==> config.mk <==
export PLATFORM = sky130hd
export DESIGN_NAME = fwd_hazard_unit
export DESIGN_NICKNAME = d
export VERILOG_FILES = /design/src/rtl/fwd_hazard_unit_pkg.sv /design/src/rtl/fwd_hazard_unit_fwd_select.sv /design/src/rtl/fwd_hazard_unit.sv
export SDC_FILE = /design/constraint.sdc
export NUM_CORES = 1
export LEC_CHECK = 0
export CORE_MARGIN = 5
export CORE_UTILIZATION = 60
export DETAILED_ROUTE_END_ITERATION = 8
export DONT_BUFFER_PORTS = 1
export GPL_ROUTABILITY_DRIVEN = 0
export GPL_TIMING_DRIVEN = 0
export PLACE_DENSITY_LB_ADDON = 0.3
export SYNTH_ARGS = -nofsm -noshare
export SYNTH_HDL_FRONTEND = slang
export SYNTH_SLANG_ARGS = --single-unit
==> constraint.sdc <==
create_clock -name CLK -period 2.9 [get_ports CLK]
set_input_delay 0 -clock CLK [delete_from_list [all_inputs] [get_ports CLK]]
set_output_delay 0 -clock CLK [all_outputs]
set_load 0.005 [all_outputs]
==> src/rtl/fwd_hazard_unit_pkg.sv <==
// Shared constants and types for the EXE forwarding / hazard unit.
package fwd_hazard_unit_pkg;

  localparam int unsigned FWD_SEL_W = 2;
  localparam int unsigned CNT_W     = 3;
  localparam int unsigned PERF_W    = 32;
  localparam int unsigned REG_ZERO  = 0;

  localparam logic [FWD_SEL_W-1:0] FWD_SEL_RF  = 2'b00;
  localparam logic [FWD_SEL_W-1:0] FWD_SEL_WB  = 2'b01;
  localparam logic [FWD_SEL_W-1:0] FWD_SEL_MEM = 2'b10;

  typedef enum logic {
    IDLE    = 1'b0,
    LD_HOLD = 1'b1
  } fsm_state_e;

endpackage

==> src/rtl/fwd_hazard_unit_fwd_select.sv <==
// Per-channel EXE operand forwarding select; the younger MEM result beats WB.
module fwd_select
  import fwd_hazard_unit_pkg::*;
#(
  parameter int unsigned REG_ADDR_W = 5
) (
  input  logic [REG_ADDR_W-1:0] src,
  input  logic [REG_ADDR_W-1:0] mem_dst,
  input  logic                  mem_reg_write,
  input  logic [REG_ADDR_W-1:0] wb_dst,
  input  logic                  wb_reg_write,
  output logic [FWD_SEL_W-1:0]  sel
);

  // Priority match: MEM, then WB, else register file; r0 never forwards.
  always_comb begin
    sel = FWD_SEL_RF;
    if (mem_reg_write && (mem_dst != REG_ADDR_W'(REG_ZERO)) && (mem_dst == src)) begin
      sel = FWD_SEL_MEM;
    end else if (wb_reg_write && (wb_dst != REG_ADDR_W'(REG_ZERO)) && (wb_dst == src)) begin
      sel = FWD_SEL_WB;
    end
  end

endmodule

==> src/rtl/fwd_hazard_unit.sv <==
// EXE forwarding, load-use stall and multi-cycle scoreboard control.
// Optional macro FU_PERF_CNT_EN adds saturating stall-cycle / load-use counters.
module fwd_hazard_unit
  import fwd_hazard_unit_pkg::*;
#(
  parameter int unsigned REG_ADDR_W = 5,
  parameter int unsigned NUM_SRC    = 2,
  parameter int unsigned LOAD_STALL = 1
) (
  input  logic                            CLK,
  input  logic                            RESET,
  input  logic [NUM_SRC*REG_ADDR_W-1:0]   I_FU_EXE_SRC,
  input  logic [REG_ADDR_W-1:0]           I_FU_EXE_regDst,
  input  logic                            I_FU_EXE_RegWrite,
  input  logic                            I_FU_EXE_MemRead,
  input  logic [REG_ADDR_W-1:0]           I_FU_MEM_regDst,
  input  logic                            I_FU_MEM_RegWrite,
  input  logic [REG_ADDR_W-1:0]           I_FU_WB_regDst,
  input  logic                            I_FU_WB_RegWrite,
  input  logic [NUM_SRC*REG_ADDR_W-1:0]   I_FU_ID_SRC,
  input  logic [NUM_SRC-1:0]              I_FU_ID_SRC_VALID,
  input  logic [REG_ADDR_W-1:0]           I_FU_ID_regDst,
  input  logic                            I_FU_ID_RegWrite,
  input  logic                            I_FU_ID_IS_MC,
  input  logic                            I_FU_MC_ISSUE,
  input  logic [REG_ADDR_W-1:0]           I_FU_MC_regDst,
  input  logic                            I_FU_MC_DONE,
  input  logic [REG_ADDR_W-1:0]           I_FU_MC_DONE_regDst,
  output logic [FWD_SEL_W*NUM_SRC-1:0]    O_FU_FWD_SEL,
  output logic                            O_FU_STALL,
  output logic                            O_FU_BUBBLE,
  output logic                            O_FU_MC_BUSY
`ifdef FU_PERF_CNT_EN
  ,
  output logic [PERF_W-1:0]               O_FU_STALL_CYCLES,
  output logic [PERF_W-1:0]               O_FU_LU_EVENTS
`endif
);

  localparam int unsigned NUM_REGS = 2 ** REG_ADDR_W;

  fsm_state_e          state, state_nxt;
  logic [CNT_W-1:0]    cnt, cnt_nxt;
  logic [NUM_REGS-1:0] pend, pend_nxt;
  logic                lu, sb, hold, stall;

  // One forwarding selector per source channel.
  for (genvar k = 0; k < NUM_SRC; k++) begin : g_fwd
    fwd_select #(.REG_ADDR_W(REG_ADDR_W)) u_fwd_select (
      .src           (I_FU_EXE_SRC[k*REG_ADDR_W +: REG_ADDR_W]),
      .mem_dst       (I_FU_MEM_regDst),
      .mem_reg_write (I_FU_MEM_RegWrite),
      .wb_dst        (I_FU_WB_regDst),
      .wb_reg_write  (I_FU_WB_RegWrite),
      .sel           (O_FU_FWD_SEL[k*FWD_SEL_W +: FWD_SEL_W])
    );
  end

  // Load-use hazard: a valid ID source needs the load currently in EXE.
  always_comb begin
    lu = 1'b0;
    for (int unsigned k = 0; k < NUM_SRC; k++) begin
      if (I_FU_ID_SRC_VALID[k] &&
          (I_FU_ID_SRC[k*REG_ADDR_W +: REG_ADDR_W] == I_FU_EXE_regDst)) begin
        lu = 1'b1;
      end
    end
    lu = lu && I_FU_EXE_MemRead && I_FU_EXE_RegWrite &&
         (I_FU_EXE_regDst != REG_ADDR_W'(REG_ZERO));
  end

  // Scoreboard hazard from registered pending bits: RAW, WAW and structural.
  always_comb begin
    sb = 1'b0;
    for (int unsigned k = 0; k < NUM_SRC; k++) begin
      if (I_FU_ID_SRC_VALID[k] && pend[I_FU_ID_SRC[k*REG_ADDR_W +: REG_ADDR_W]]) begin
        sb = 1'b1;
      end
    end
    if (I_FU_ID_RegWrite && pend[I_FU_ID_regDst]) sb = 1'b1;
    if (I_FU_ID_IS_MC && O_FU_MC_BUSY)            sb = 1'b1;
  end

  // Stall FSM next-state and hold decision.
  always_comb begin
    state_nxt = state;
    cnt_nxt   = cnt;
    hold      = 1'b0;
    case (state)
      IDLE: begin
        if (lu) begin
          hold = 1'b1;
          if (LOAD_STALL > 1) begin
            state_nxt = LD_HOLD;
            cnt_nxt   = CNT_W'(LOAD_STALL - 1);
          end
        end else if (sb) begin
          hold = 1'b1;
        end
      end
      LD_HOLD: begin
        hold    = 1'b1;
        cnt_nxt = cnt - CNT_W'(1);
        if (cnt == CNT_W'(1)) state_nxt = IDLE;
      end
      default: state_nxt = IDLE;
    endcase
  end

  // Stall outputs are forced low while reset is held.
  assign stall        = hold && !RESET;
  assign O_FU_STALL   = stall;
  assign O_FU_BUBBLE  = stall;
  assign O_FU_MC_BUSY = |pend;

  // Scoreboard update: completion clears first, then a non-stalled issue sets.
  always_comb begin
    pend_nxt = pend;
    if (I_FU_MC_DONE)                pend_nxt[I_FU_MC_DONE_regDst] = 1'b0;
    if (I_FU_MC_ISSUE && !stall)     pend_nxt[I_FU_MC_regDst]      = 1'b1;
    pend_nxt[REG_ZERO] = 1'b0;
  end

  // State, counter and scoreboard registers.
  always_ff @(posedge CLK or posedge RESET) begin
    if (RESET) begin
      state <= IDLE;
      cnt   <= '0;
      pend  <= '0;
    end else begin
      state <= state_nxt;
      cnt   <= cnt_nxt;
      pend  <= pend_nxt;
    end
  end

`ifdef FU_PERF_CNT_EN
  // Saturating counters: stalled cycles and fresh load-use detections.
  always_ff @(posedge CLK or posedge RESET) begin
    if (RESET) begin
      O_FU_STALL_CYCLES <= '0;
      O_FU_LU_EVENTS    <= '0;
    end else begin
      if (stall && (O_FU_STALL_CYCLES != '1)) begin
        O_FU_STALL_CYCLES <= O_FU_STALL_CYCLES + PERF_W'(1);
      end
      if ((state == IDLE) && lu && (O_FU_LU_EVENTS != '1)) begin
        O_FU_LU_EVENTS <= O_FU_LU_EVENTS + PERF_W'(1);
      end
    end
  end
`endif

endmodule

==> results.md, run 1 <==
* Status: finished, final reports clean
* # hold bufs at CTS at 7
* CP max stage delay at about 0.52 ns
* Worst-Margin Slew at around 0.7 ns
* DP HPWL at 5910 µm
* Reg2Reg Depth at 8
* Count of pins over their slew limit at 0
* DIE AREA at 6350 µm²
* Initial drt markers at around 210
* Hold path depth at 3
* Leak Pwr at 1.14 nW
* Root buf cell: clkbuf_8
* Post-synthesis async set-or-reset flop share at 100%
* Hold slack at 0.0146 ns
* Setup bufs post-CTS at 0
* Die width at 79.7 µm
* Design area at 3150 µm²
* PnR Total Power at roughly 0.0016 W
* Fin nets at 364
* Worst path arrival time at 2.83 ns
* Clock slew at reported path FFs at 0.07 ns
* Routed vias at 2,542
* CP max-delay cell: or4_1
* CTS tree: yes
* Routed Antenna Nets at 0
* Crit path launch: pend[21]
* Post-Syn Area per Cell at 10.2 µm²
* Vias in the first global route at 2,680
* IO Port Bufs at 0
* Setup WS post-layout at 0.255 ns
* Post_cts resized at 0
* Worst Hold Class: primary input to flop
* Largest fanout on the critical path at 10
* Largest net degree at the start of global routing at 36
* Startpoint Class: flop
* Die height at roughly 80 µm
* CTS Sinks at 35
* Min-delay src: I_FU_MC_DONE_regDst[2]
* CP Class: flop to flop
* Share of cells above drive strength 1 at about 16%
* Final Skew at around 0.0046 ns
* Row count at 25
* Area grow syn2layout at 8.29%
* Crit path cell chain: or4_1, nor4_1, nand4_1, a221o_1, a31oi_4, a31oi_4, buf_6, o31ai_1
* First-pass GRT wire length at 12,800 µm
* Cell mode on critical path: a31oi_4
* Commonest non-fill, non-tap cell in the layout: dfrtp_1
* Initial antenna violation count at 0
* Post-Place Cell Area at 3000 µm²
* Worst Path Required at 3.09 ns
* Pre-CTS WS at around 0.28 ns
* Mapped cell area at 2910 µm²
* Final TNS setup at 0 ns
* Max Root-Sink Buffers at 2
* Synthesis-stage register bit count at 35
* Synth Net Count at 350
* Dominant register cell in the synthesized netlist: dfrtp_1
* Initial Util at 61.7%
* Power per cell area at around 520 nW/µm²
* Sequential standard cell area at 876 µm²
* Warnings from Yosys at 0
* Seq/Total Area, Yosys at 30.1%
* Fillers at between 300 and 400
* VDD IR-drop max at 372 µV
* Core ar. at around 4700 µm²
* Minimum clock period at 2.64 ns
* Post-synth EDFFs at 0
* Commonest non-fill, non-tap cells in the layout: dfrtp_1 (35), o31ai_1 (33), o21ai_0 (33), xnor2_1 (17), mux4_2 (17)
* Synth cell types at 47
* Area of the multi-input gates at 1920 µm²
* Ant diodes at 0
* I/O pins at 69
* CTS Buf Count at 5
* DR pass1 iterations at 7
* Congestion Overflow GR at 0
* H-tree Lvls at 2
* RR Startpoint: pend[21]
* GRT Total Usage at 25.9%
* DRC Markers at 0
* Vias per cell at 6.93
* Total wire length at a little under 8000 µm
* Max_cap viols at 0
* Final Hold Violating Endpoints at 0
* Setup violations, final at 0
* Slew headroom at 53.2%
* Fin crit share at 91.2%
* RSZ-0062 raised after global routing: no
* Worst skew pair latency at 0.29 ns
* Post-Syn Instances at about 290
* Setup crit end kind: flop
* Post-detailed-route wirelength per cell at 21.4 µm
* Achievable clock frequency at 378 MHz
[report_power, final]
part / leakage [nW] / internal (W) / switching [W]
Sequential: 0.448 / 0.000597 / 0.000161
Clock: 0.0470 / 0.000186 / 0.000165
Combinational: 0.648 / 0.000297 / 0.000237
[worst paths after layout]
check | endpoint | slack (ns)
setup reg to reg | pend[11] | 0.26
setup / recovery | pend[11] | 0.26
min in group asynchronous | state | 0.29
hold / removal | pend[31] | 0.01
max in group asynchronous | pend[13] | 2.15
hold reg to reg | cnt[2] | 0.48
[metrics by stage]
| step | util, % | instances |
|---|---|---|
| 4_1_cts | 66.8 | 367 |
| 2_1_floorplan | - | 286 |
| 3_5_place_dp | 63.4 | 353 |
| 3_3_place_gp | 63.4 | 353 |
| 5_1_grt | 66.8 | 367 |
| 6_report | 66.8 | 367 |
[registers in the layout (all words and copies together), names as in the netlist]
register	count
pend	31
cnt	3
state	1
[cell type report]
type	instances	share of cell area [%]
Tap cell	67	2.66
Clock buffer	6	2.62
Multi-Input combinational cell	231	61.0
Sequential cell	35	27.8
Buffer	16	3.13
Inverter	4	0.476
Clock inverter	1	0.159
Timing Repair Buffer	7	2.22
[critical path: cells and delay by family (launching register included)]
kind,cells,cell delay [ns]
compound gates,4,0.99
buf+inv,1,0.18
flops,1,0.43
simple gates,3,0.94
[cells in the mapped netlist (4+ instances only)]
cell type,instances,area (µm²)
a21oi_1,5,25.0
buf_2,4,20.0
buf_6,4,45.0
clkbuf_1,5,18.8
dfrtp_1,35,876
inv_1,4,15.0
mux2_2,4,45.0
mux2i_1,12,120
mux4_2,17,383
nand2_1,10,37.5
nand3_1,9,45.0
nand3b_1,12,90.1
nor2_1,6,22.5
nor2b_1,6,37.5
nor4_1,11,68.8
o21ai_0,33,165
o31ai_1,33,248
or4_1,5,37.5
xnor2_1,17,149
xor2_1,15,131
[per-layer routing]
| metal | wire [µm] | GRT usage, % | vias to the layer above | part of all wire, % |
|---|---|---|---|---|
| met5 | 0 | 0 | - | 0 |
| met4 | 131 | 8.93 | 0 | 1.7 |
| met3 | 753 | 6.32 | 11 | 9.6 |
| met2 | 3890 | 43.6 | 134 | 50 |
| met1 | 3080 | 32.3 | 1246 | 39 |
| li1 | - | - | 1151 | - |
[kinds of logic after synthesis]
kind of cell,Yosys count,synth area share [%]
and+or+nand+nor,75,15.5
adders and majority gates,2,0.859
AOI/OAI and AO/OA,89,21.3
buffers and inverters,20,3.91
muxes,33,18.8
DFF,35,30.1
xor gates and xnor gates,32,9.62
(Power assumes the default switching activity.)
==> run 2, diff against run 1 <==
--- a/config.mk
+++ b/config.mk
@@ -5,7 +5,6 @@
 export SDC_FILE = /design/constraint.sdc
 export NUM_CORES = 1
 export LEC_CHECK = 0
-export CORE_MARGIN = 5
 export CORE_UTILIZATION = 60
 export DETAILED_ROUTE_END_ITERATION = 8
 export DONT_BUFFER_PORTS = 1
==> results.md, run 2 (synthesized netlist as in run 1, its figures left out) <==
* Status: finished, final reports clean
* CTS tree: yes
* Post-detailed-route wirelength per cell at 22.1 µm (+3.4%)
* Row count at 24 (-4.0%)
* Routed Antenna Nets at 0 (unchanged)
* IO Port Bufs at 0 (unchanged)
* Root buf cell: clkbuf_8
* Worst-Margin Slew at 0.565 ns (-0.135 ns)
* Initial antenna violation count at 0 (unchanged)
* CP Class: flop to flop
* Clock slew at reported path FFs at 0.07 ns (about the same)
* Design area at 3150 µm² (-0.20%)
* Share of cells above drive strength 1 at 15.0% (-0.67 points)
* RR Startpoint: pend[21]
* Max_cap viols at 0 (unchanged)
* Largest net degree at the start of global routing at 36 (unchanged)
* Worst Hold Class: primary input to flop
* Die height at 71.7 µm (-10%)
* Commonest non-fill, non-tap cells in the layout: dfrtp_1 (35), o31ai_1 (33), o21ai_0 (33), xnor2_1 (17), mux4_2 (17)
* Routed vias at 2,603 (+2.4%)
* DR pass1 iterations at 6 (-1)
* Die width at 71.7 µm (-10%)
* Total wire length at 7790 µm (-0.84%)
* Final TNS setup at 0 ns (unchanged)
* DP HPWL at 5600 µm (-5.2%)
* Core ar. at 4500 µm² (-4.6%)
* Setup crit end kind: flop
* # hold bufs at CTS at 6 (-1)
* Vias in the first global route at 2,706 (+0.97%)
* WHS Endpoint: pend[7]
* Achievable clock frequency at 376 MHz (-0.68%)
* Fin nets at 365 (+0.27%)
* Post-Place Cell Area at 2980 µm² (-0.63%)
* Initial drt markers at 290 (+36%)
* Hold slack at 0.0105 ns (-0.00408 ns)
* Crit path launch: pend[21]
* Max reg flops at 31 (unchanged)
* Power per cell area at 511 nW/µm² (-2.0%)
* Setup violations, final at 0 (unchanged)
* Initial Util at 64.7% (+3.0 points)
* Largest registers: pend (31), cnt (3), state (1)
* Commonest non-fill, non-tap cell in the layout: dfrtp_1
* Flop-to-flop setup slack at 0.24 ns (-0.02 ns)
* GRT Total Usage at 31.3% (+5.4 points)
* Fin crit share at 91.8% (+0.62 points)
* Reg2reg end: pend[9]
* Reg2Reg Depth at 8 (unchanged)
* Max Root-Sink Buffers at 2 (unchanged)
* Worst skew pair latency at 0.28 ns (about the same)
* Hold path depth at 3 (unchanged)
* Vias per cell at 7.39 (+6.8%)
* Area grow syn2layout at 8.08%
* CTS Sinks at 35 (unchanged)
* Fillers at 367 (-6.4%)
* Startpoint Class: flop
* DRC Markers at 0 (unchanged)
* CTS Buf Count at 5 (unchanged)
* Min-delay src: I_FU_MC_DONE_regDst[4]
* DIE AREA at 5140 µm² (-19%)
* Minimum clock period at 2.66 ns (+0.0181 ns)
* H-tree Lvls at 2 (unchanged)
* Ant diodes at 0 (unchanged)
* Congestion Overflow GR at 0 (unchanged)
* Slew headroom at 62.3% (+9.1 points)
* First-pass GRT wire length at 12,400 µm (-3.2%)
* Post_cts resized at 0 (unchanged)
* RSZ-0062 raised after global routing: no
* Final Hold Violating Endpoints at 0 (unchanged)
* Final Skew at 0.00780 ns (+0.00321 ns)
* I/O pins at 69 (unchanged)
* Worst path arrival time at 2.83 ns (about the same)
* Largest fanout on the critical path at 10 (unchanged)
* Count of pins over their slew limit at 0 (unchanged)
* Biggest register: pend
* VDD IR-drop max at 428 µV (+15%)
* Setup bufs post-CTS at 0 (unchanged)
* Worst Path Required at 3.07 ns (-0.02 ns)
* Leak Pwr at 1.14 nW (about the same)
## run 2: cell types whose count changed in the layout (fill, tap and decap cells not counted)
cell,previous run,this run
clkinv_2,1,0
clkbuf_8,6,5
inv_2,1,0
buf_16,0,1
clkinv_1,0,1
clkbuf_1,5,6
## run 2: power breakdown
part | leakage, nW | internal (W) | switching, W
combinational | 0.658 | 0.000301 | 0.000234
sequential | 0.448 | 0.000597 | 0.000160
clock | 0.0371 | 0.000160 | 0.000155
total | 1.14 | 0.00106 | 0.000549
## run 2: critical path, cell delays in order (launching register included)
cell and delay [ns]:
dfrtp_1 0.44, or4_1 0.53, nor4_1 0.17, nand4_1 0.23, a221o_1 0.38, a31oi_4 0.19
a31oi_4 0.15, buf_6 0.18, o31ai_1 0.28
## run 2: layout make-up
| class | instances | area (µm²) | area share, % |
|---|---|---|---|
| multi-input combinational | 231 | 1920 | 61.1 |
| timing repair buffer | 8 | 97.6 | 3.10 |
| clock buffer | 6 | 72.6 | 2.31 |
| buffer | 16 | 98.8 | 3.14 |
| sequential | 35 | 876 | 27.8 |
| tap | 52 | 65.1 | 2.07 |
| inverter | 4 | 15.0 | 0.477 |
## run 2: how the worst max path moves through the flow
stage	slack [ns]	endpoint
floorplan	0.59	pend[11]
global placement	0.32	pend[15]
detailed placement	0.31	pend[9]
CTS	0.28	pend[9]
global route	0.06	pend[15]
finish	0.24	pend[9]
## run 2: routing by layer
layer / routed length, µm / global-route usage [%] / vias to the layer above
met5: 0 / 0 / -
met2: 3810 / 51.3 / 187
met1: 2970 / 40.9 / 1248
li1: - / - / 1152
met3: 862 / 7.59 / 16
met4: 150 / 10.9 / 0
## run 2: stage by stage
step / setup WS [ns] / utilization [%] / std cells / total power (W)
6_report: 0.237 / 69.9 / 352 / 0.00161
5_1_grt: 0.0605 / 69.9 / 352 / 0.00170
4_1_cts: 0.281 / 69.1 / 350 / 0.00159
3_5_place_dp: 0.306 / 66.1 / 338 / 0.00127
3_3_place_gp: 0.325 / 66.1 / 338 / 0.00125
2_1_floorplan: 0.591 / - / 286 / 0.00113
